==> src/rtl/bus_cmd_sequencer.sv <==
// Buffers bus commands in a FIFO and issues them one at a time on req/gnt/ack, returning one response each.
// First m_req two cycles after a push into an empty idle queue; cmd_ready follows the registered count, responses hold until rsp_ready.
module bus_cmd_sequencer #(
  parameter int ADDR_W  = 8,
  parameter int DATA_W  = 8,
  parameter int DEPTH   = 4,
  parameter int TIMEOUT = 16
) (
  input  logic                       clk,
  input  logic                       reset,
  input  logic                       cmd_valid,
  output logic                       cmd_ready,
  input  logic                       cmd_write,
  input  logic [ADDR_W-1:0]          cmd_addr,
  input  logic [DATA_W-1:0]          cmd_wdata,
  output logic                       m_req,
  output logic                       m_write,
  output logic [ADDR_W-1:0]          m_addr,
  output logic [DATA_W-1:0]          m_wdata,
  input  logic                       m_gnt,
  input  logic                       m_ack,
  input  logic [DATA_W-1:0]          m_rdata,
  output logic                       rsp_valid,
  input  logic                       rsp_ready,
  output logic [DATA_W-1:0]          rsp_rdata,
  output logic                       rsp_err,
  output logic [$clog2(DEPTH):0]     fifo_count
);

  localparam int PW = $clog2(DEPTH);
  localparam int CW = PW + 1;
  localparam int TW = $clog2(TIMEOUT + 1);

  typedef enum logic [1:0] {IDLE, REQ, WAIT_ACK, RESP} state_t;

  typedef struct packed {
    logic              write;
    logic [ADDR_W-1:0] addr;
    logic [DATA_W-1:0] wdata;
  } cmd_t;

  cmd_t          mem [DEPTH];
  cmd_t          head;
  logic [PW-1:0] wr_ptr;
  logic [PW-1:0] rd_ptr;
  logic [CW-1:0] count;
  logic [TW-1:0] timer;
  state_t        state;
  logic          push;
  logic          pop;

  assign cmd_ready  = (count != CW'(DEPTH));
  assign fifo_count = count;
  assign push       = cmd_valid && cmd_ready;
  assign pop        = (state == IDLE) && (count != '0);
  assign head       = mem[rd_ptr];

  // Storage carries no reset; validity is tracked by count alone.
  always_ff @(posedge clk) begin
    if (push) begin
      mem[wr_ptr] <= {cmd_write, cmd_addr, cmd_wdata};
    end
  end

  always_ff @(posedge clk or negedge reset) begin
    if (!reset) begin
      wr_ptr <= '0;
      rd_ptr <= '0;
      count  <= '0;
    end else begin
      if (push) begin
        wr_ptr <= wr_ptr + PW'(1);
      end
      if (pop) begin
        rd_ptr <= rd_ptr + PW'(1);
      end
      if (push && !pop) begin
        count <= count + CW'(1);
      end else if (pop && !push) begin
        count <= count - CW'(1);
      end
    end
  end

  always_ff @(posedge clk or negedge reset) begin
    if (!reset) begin
      state     <= IDLE;
      timer     <= '0;
      m_req     <= 1'b0;
      m_write   <= 1'b0;
      m_addr    <= '0;
      m_wdata   <= '0;
      rsp_valid <= 1'b0;
      rsp_rdata <= '0;
      rsp_err   <= 1'b0;
    end else begin
      case (state)
        IDLE: begin
          if (pop) begin
            m_write <= head.write;
            m_addr  <= head.addr;
            m_wdata <= head.wdata;
            m_req   <= 1'b1;
            timer   <= '0;
            state   <= REQ;
          end
        end
        REQ, WAIT_ACK: begin
          // An ack on the last allowed cycle still counts as a normal completion.
          if (m_ack) begin
            m_req     <= 1'b0;
            rsp_valid <= 1'b1;
            rsp_err   <= 1'b0;
            rsp_rdata <= m_write ? '0 : m_rdata;
            state     <= RESP;
          end else if (timer == TW'(TIMEOUT - 1)) begin
            m_req     <= 1'b0;
            rsp_valid <= 1'b1;
            rsp_err   <= 1'b1;
            rsp_rdata <= '0;
            state     <= RESP;
          end else begin
            timer <= timer + TW'(1);
            if (state == REQ && m_gnt) begin
              state <= WAIT_ACK;
            end
          end
        end
        RESP: begin
          if (rsp_ready) begin
            rsp_valid <= 1'b0;
            state     <= IDLE;
          end
        end
        default: state <= IDLE;
      endcase
    end
  end

endmodule

==> config.mk <==
export PLATFORM = sky130hd
export DESIGN_NAME = bus_cmd_sequencer
export DESIGN_NICKNAME = d
export VERILOG_FILES = /design/src/rtl/bus_cmd_sequencer.sv
export SDC_FILE = /design/constraint.sdc
export NUM_CORES = 1
export LEC_CHECK = 0
export ABC_CLOCK_PERIOD_IN_PS = 2850
export CORE_ASPECT_RATIO = 1.1
export CORE_MARGIN = 10
export CORE_UTILIZATION = 54
export DETAILED_ROUTE_END_ITERATION = 8
export MAX_ROUTING_LAYER = met4
export PLACE_DENSITY = 0.79
export SLEW_MARGIN = 30
export SYNTH_ARGS = -nofsm -noshare
export SYNTH_HDL_FRONTEND = slang
export SYNTH_SLANG_ARGS = --single-unit
export TNS_END_PERCENT = 100
==> constraint.sdc <==
create_clock -name clk -period 2.85 [get_ports clk]
set_clock_uncertainty 0.05 [all_clocks]
set_input_delay 0.285 -clock clk [delete_from_list [all_inputs] [get_ports clk]]
set_output_delay 0.285 -clock clk [all_outputs]
set_load 0.05 [all_outputs]
==> impl_metrics.xml <==
<?xml version="1.0" encoding="UTF-8"?>
<metrics>
  <group name="floorplan">
    <metric name="cell_rows" unit="">34</metric>
    <metric name="fp.dieH" unit="um">115</metric>
    <metric name="fp.dieArea" unit="um2">12100</metric>
    <metric name="fp.coreArea" unit="um2">7910</metric>
    <metric name="num_io_pins" unit="">63</metric>
    <metric name="die_w" unit="um">106</metric>
    <metric name="start_util" unit="">0.554</metric>
  </group>
  <group name="setup_path">
    <metric name="reg2reg_path_depth" unit="">9</metric>
    <metric name="timing.critical_path.cells" unit="">nor2_1 -&gt; nand2_1 -&gt; clkdlybuf4s50_1</metric>
    <metric name="path_buf_inv" unit="">1</metric>
    <metric name="worstSetupEndpointType" unit="">primary output</metric>
    <metric name="standard_cell_with_the_maximum_stage_delay_on_the_critical_path" unit="">clkdlybuf4s50_1</metric>
    <metric name="worst-endpoint-required" unit="ps">2520</metric>
    <metric name="worstSetupPathType" unit="">reg -&gt; out</metric>
    <metric name="timing.critical_path.max_delay_family" unit="">buffers and inverters</metric>
    <metric name="cp-start-kind" unit="">flop</metric>
    <metric name="worst-path-stages" unit="">3</metric>
    <metric name="max_stage_delay" unit="ps">830</metric>
    <metric name="worst-endpoint-arrival" unit="ps">1950</metric>
    <metric name="cp_max_fo" unit="">6</metric>
  </group>
  <group name="cts">
    <metric name="clock_tree.buffer_depth" unit="">2</metric>
    <metric name="cts.repair.resized" unit="">0</metric>
    <metric name="cts.reportedPaths.clkPinSlew" unit="ps">110</metric>
    <metric name="tritoncts_num_sinks" unit="">110</metric>
    <metric name="clock_latency" unit="ps">370</metric>
    <metric name="cts_tree" unit="">done</metric>
    <metric name="clock-root-buffer" unit="">clkbuf_8</metric>
    <metric name="h_tree_depth" unit="">3</metric>
    <metric name="tritoncts.num_buffers" unit="">9</metric>
  </group>
  <group name="synth">
    <metric name="synthDistinctLibCells" unit="">40</metric>
    <metric name="gate_count_of_the_mapped_netlist" unit="">239</metric>
    <metric name="syn-num-nets" unit="">282</metric>
    <metric name="yosys_warnings" unit="">0</metric>
    <metric name="seq_area_frac_synth" unit="">0.705</metric>
    <metric name="synth_seq_cells" unit="">110</metric>
    <metric name="summed_instance_area_of_the_synthesized_netlist" unit="um2">4390</metric>
    <metric name="syn-mean-instance-area" unit="um2">18.4</metric>
  </group>
  <group name="global_route">
    <metric name="first_global_vias" unit="">2542</metric>
    <metric name="grt_max_degree" unit="">43</metric>
    <metric name="globalRouteTotalUtil" unit="">0.142</metric>
    <metric name="number_of_antenna_violations_at_the_first_check_in_global_routing" unit="">0</metric>
    <metric name="gr-total-overflow" unit="">0</metric>
    <metric name="first_pass_grt_wire_length" unit="um">13100</metric>
  </group>
  <group name="final_layout">
    <metric name="final_core_utilization" unit="">0.676</metric>
    <metric name="num-fill-cells" unit="">550</metric>
    <metric name="layout.cells.most_common" unit="">edfxtp_1</metric>
    <metric name="num_antenna_cells" unit="">0</metric>
    <metric name="seq_area" unit="um2">3090</metric>
    <metric name="layout_common_cells" unit="">68 x edfxtp_1, 61 x clkdlybuf4s50_1, 42 x dfrtp_1</metric>
    <metric name="fin_area" unit="um2">5350</metric>
    <metric name="area.growth.synth_to_final" unit="%">21.9</metric>
    <metric name="non_filler_cells_final" unit="">426</metric>
    <metric name="drive_above_1_share" unit="">0.192</metric>
    <metric name="numnets_final" unit="">356</metric>
    <metric name="multi_input_area" unit="um2">1210</metric>
  </group>
  <group name="pwr">
    <metric name="powerDensity" unit="nW/um2">1140</metric>
    <metric name="max-vdd-ir-drop" unit="V">0.000674</metric>
    <metric name="power" unit="mW">6.10</metric>
    <metric name="static_leakage" unit="nW">2.02</metric>
  </group>
  <group name="sta">
    <metric name="finalWorstPathRequiredPeriod" unit="ps">2290</metric>
    <metric name="worst_slack" unit="ps">565</metric>
    <metric name="final.hold.worst_slack" unit="ps">377</metric>
    <metric name="max_freq" unit="MHz">438</metric>
    <metric name="grt_setup_unrepaired" unit="">no</metric>
    <metric name="setup-violations-final" unit="">0</metric>
    <metric name="max_slew_margin" unit="">0.416</metric>
    <metric name="period_share" unit="">0.802</metric>
    <metric name="post_route_setup_tns" unit="ps">0</metric>
    <metric name="final-hold-violation-count" unit="">0</metric>
    <metric name="final-max-slew-violation-count" unit="">0</metric>
    <metric name="tightest_slew" unit="ps">876</metric>
  </group>
  <group name="flow_run">
    <metric name="cap_violations" unit="">0</metric>
  </group>
  <group name="route">
    <metric name="route.antenna.remaining_nets" unit="">0</metric>
    <metric name="wl_per_cell" unit="um">18.6</metric>
    <metric name="dr.max_layer_used" unit="">met4</metric>
    <metric name="detail_route.iter0.violations" unit="">55</metric>
    <metric name="detailedRoute.firstPassIterationCount" unit="">4</metric>
    <metric name="wl_met3" unit="um">319</metric>
    <metric name="drc_errors" unit="">0</metric>
    <metric name="dr_wl_met2" unit="um">3950</metric>
    <metric name="via_per_inst" unit="">5.49</metric>
    <metric name="detailroute.via_count" unit="">2339</metric>
    <metric name="wl" unit="um">7910</metric>
    <metric name="route.layer.met1.wl" unit="um">3480</metric>
  </group>
  <group name="place">
    <metric name="dp_worst_setup_slack" unit="ps">581</metric>
    <metric name="numPlacedInstances" unit="">409</metric>
    <metric name="hpwl" unit="um">5320</metric>
    <metric name="final_estimated_routing_congestion_in_global_placement" unit="">0.811</metric>
    <metric name="dp_area" unit="um2">5150</metric>
    <metric name="port_buffers" unit="">62</metric>
  </group>
  <group name="status">
    <metric name="status" unit="">complete, no violations</metric>
  </group>
  <group name="worst_hold_path">
    <metric name="worst_hold_path_type" unit="">in -&gt; async</metric>
  </group>
</metrics>
-- synthesized netlist by cell type --
| library cell | instances | area, um2 |
|---|---|---|
| a22oi_1 | 1 | 7.51 |
| fa_1 | 1 | 20.0 |
| or4b_4 | 1 | 13.8 |
| nand4b_1 | 1 | 8.76 |
| a211o_1 | 1 | 8.76 |
| buf_2 | 3 | 15.0 |
| buf_12 | 1 | 20.0 |
| mux4_2 | 14 | 315 |
| nor2_1 | 6 | 22.5 |
| o211ai_1 | 3 | 22.5 |
| and2_1 | 1 | 6.26 |
| nor2_2 | 1 | 6.26 |
| o41ai_1 | 1 | 8.76 |
| and2_0 | 1 | 6.26 |
| mux2_2 | 19 | 214 |
| a21oi_1 | 3 | 15.0 |
| ha_1 | 11 | 138 |
| inv_1 | 10 | 37.5 |
| nand4_1 | 2 | 12.5 |
| mux4_1 | 3 | 78.8 |
| and3_1 | 6 | 37.5 |
| edfxtp_1 | 68 | 2040 |
| or4_1 | 1 | 7.51 |
| o21ai_4 | 1 | 16.3 |
| o311ai_0 | 1 | 8.76 |
| buf_6 | 1 | 11.3 |
| mux2i_1 | 2 | 20.0 |
| dfrtp_1 | 42 | 1050 |
| o22ai_1 | 1 | 6.26 |
| o21ai_1 | 1 | 5.00 |
| buf_4 | 1 | 7.51 |
| a22o_1 | 8 | 70.1 |
| nand2_1 | 10 | 37.5 |
| xnor2_1 | 3 | 26.3 |
| clkbuf_1 | 1 | 3.75 |
| o31ai_1 | 1 | 7.51 |
| o21ai_0 | 2 | 10.0 |
| nor4_1 | 1 | 6.26 |
| o2bb2ai_1 | 1 | 8.76 |
| xor2_1 | 3 | 26.3 |
-- final timing paths --
| path | start | end | slack [ps] |
|---|---|---|---|
| worst max-delay path | fifo_count[0] | cmd_ready | 560 |
| worst min-delay path | reset | state[0] | 380 |
| worst max register to register | fifo_count[0] | fifo_count[2] | 660 |
| worst min register to register | m_addr[3] | m_addr[3] | 460 |
| max in group asynchronous | reset | m_write | 2000 |
| min in group clk | m_addr[3] | m_addr[3] | 460 |
-- kinds of logic after synthesis --
family / count (synthesis) / share of synthesized area
flip-flops: 110 / 0.705
multiplexers: 38 / 0.143
AND/OR/NAND/NOR: 31 / 0.0377
AO/OA/AOI/OAI: 25 / 0.0445
buffers and inverters: 17 / 0.0217
adder cells (fa/ha/maj): 12 / 0.0359
XOR/XNOR: 6 / 0.0120
-- power breakdown --
part / switching, mW / internal (mW)
combinational: 1.59 / 1.14
clock: 0.546 / 0.341
sequential: 0.292 / 2.19
-- layer usage --
layer  track usage  vias to the layer above
met3        0.0321                       18
met4        0.0650                        0
met2         0.229                       71
li1              -                     1072
met5             -                        -
met1         0.168                     1178
-- repair_timing --
item,CTS,global route
setup endpoints to repair,0,0
endpoints found under the hold margin,42,0
setup buffers,0,0
hold buffers,1,0
-- flip-flops by register name, indices dropped and copies added, names as in the netlist --
signal      flops
mem            68
m_addr          8
m_wdata         8
rsp_rdata       8
timer           5
fifo_count      3
rd_ptr          2
state           2
wr_ptr          2
m_req           1
m_write         1
rsp_err         1
rsp_valid       1
-- cell type report --
cell class,count,area share
Sequential cell,110,0.578
Multi-Input combinational cell,112,0.227
Timing Repair Buffer,70,0.127
Tap cell,108,0.0253
Clock buffer,9,0.0232
Clock inverter,7,0.0122
Inverter,10,0.00702
No activity file was read; power rests on OpenSTA's default activity.
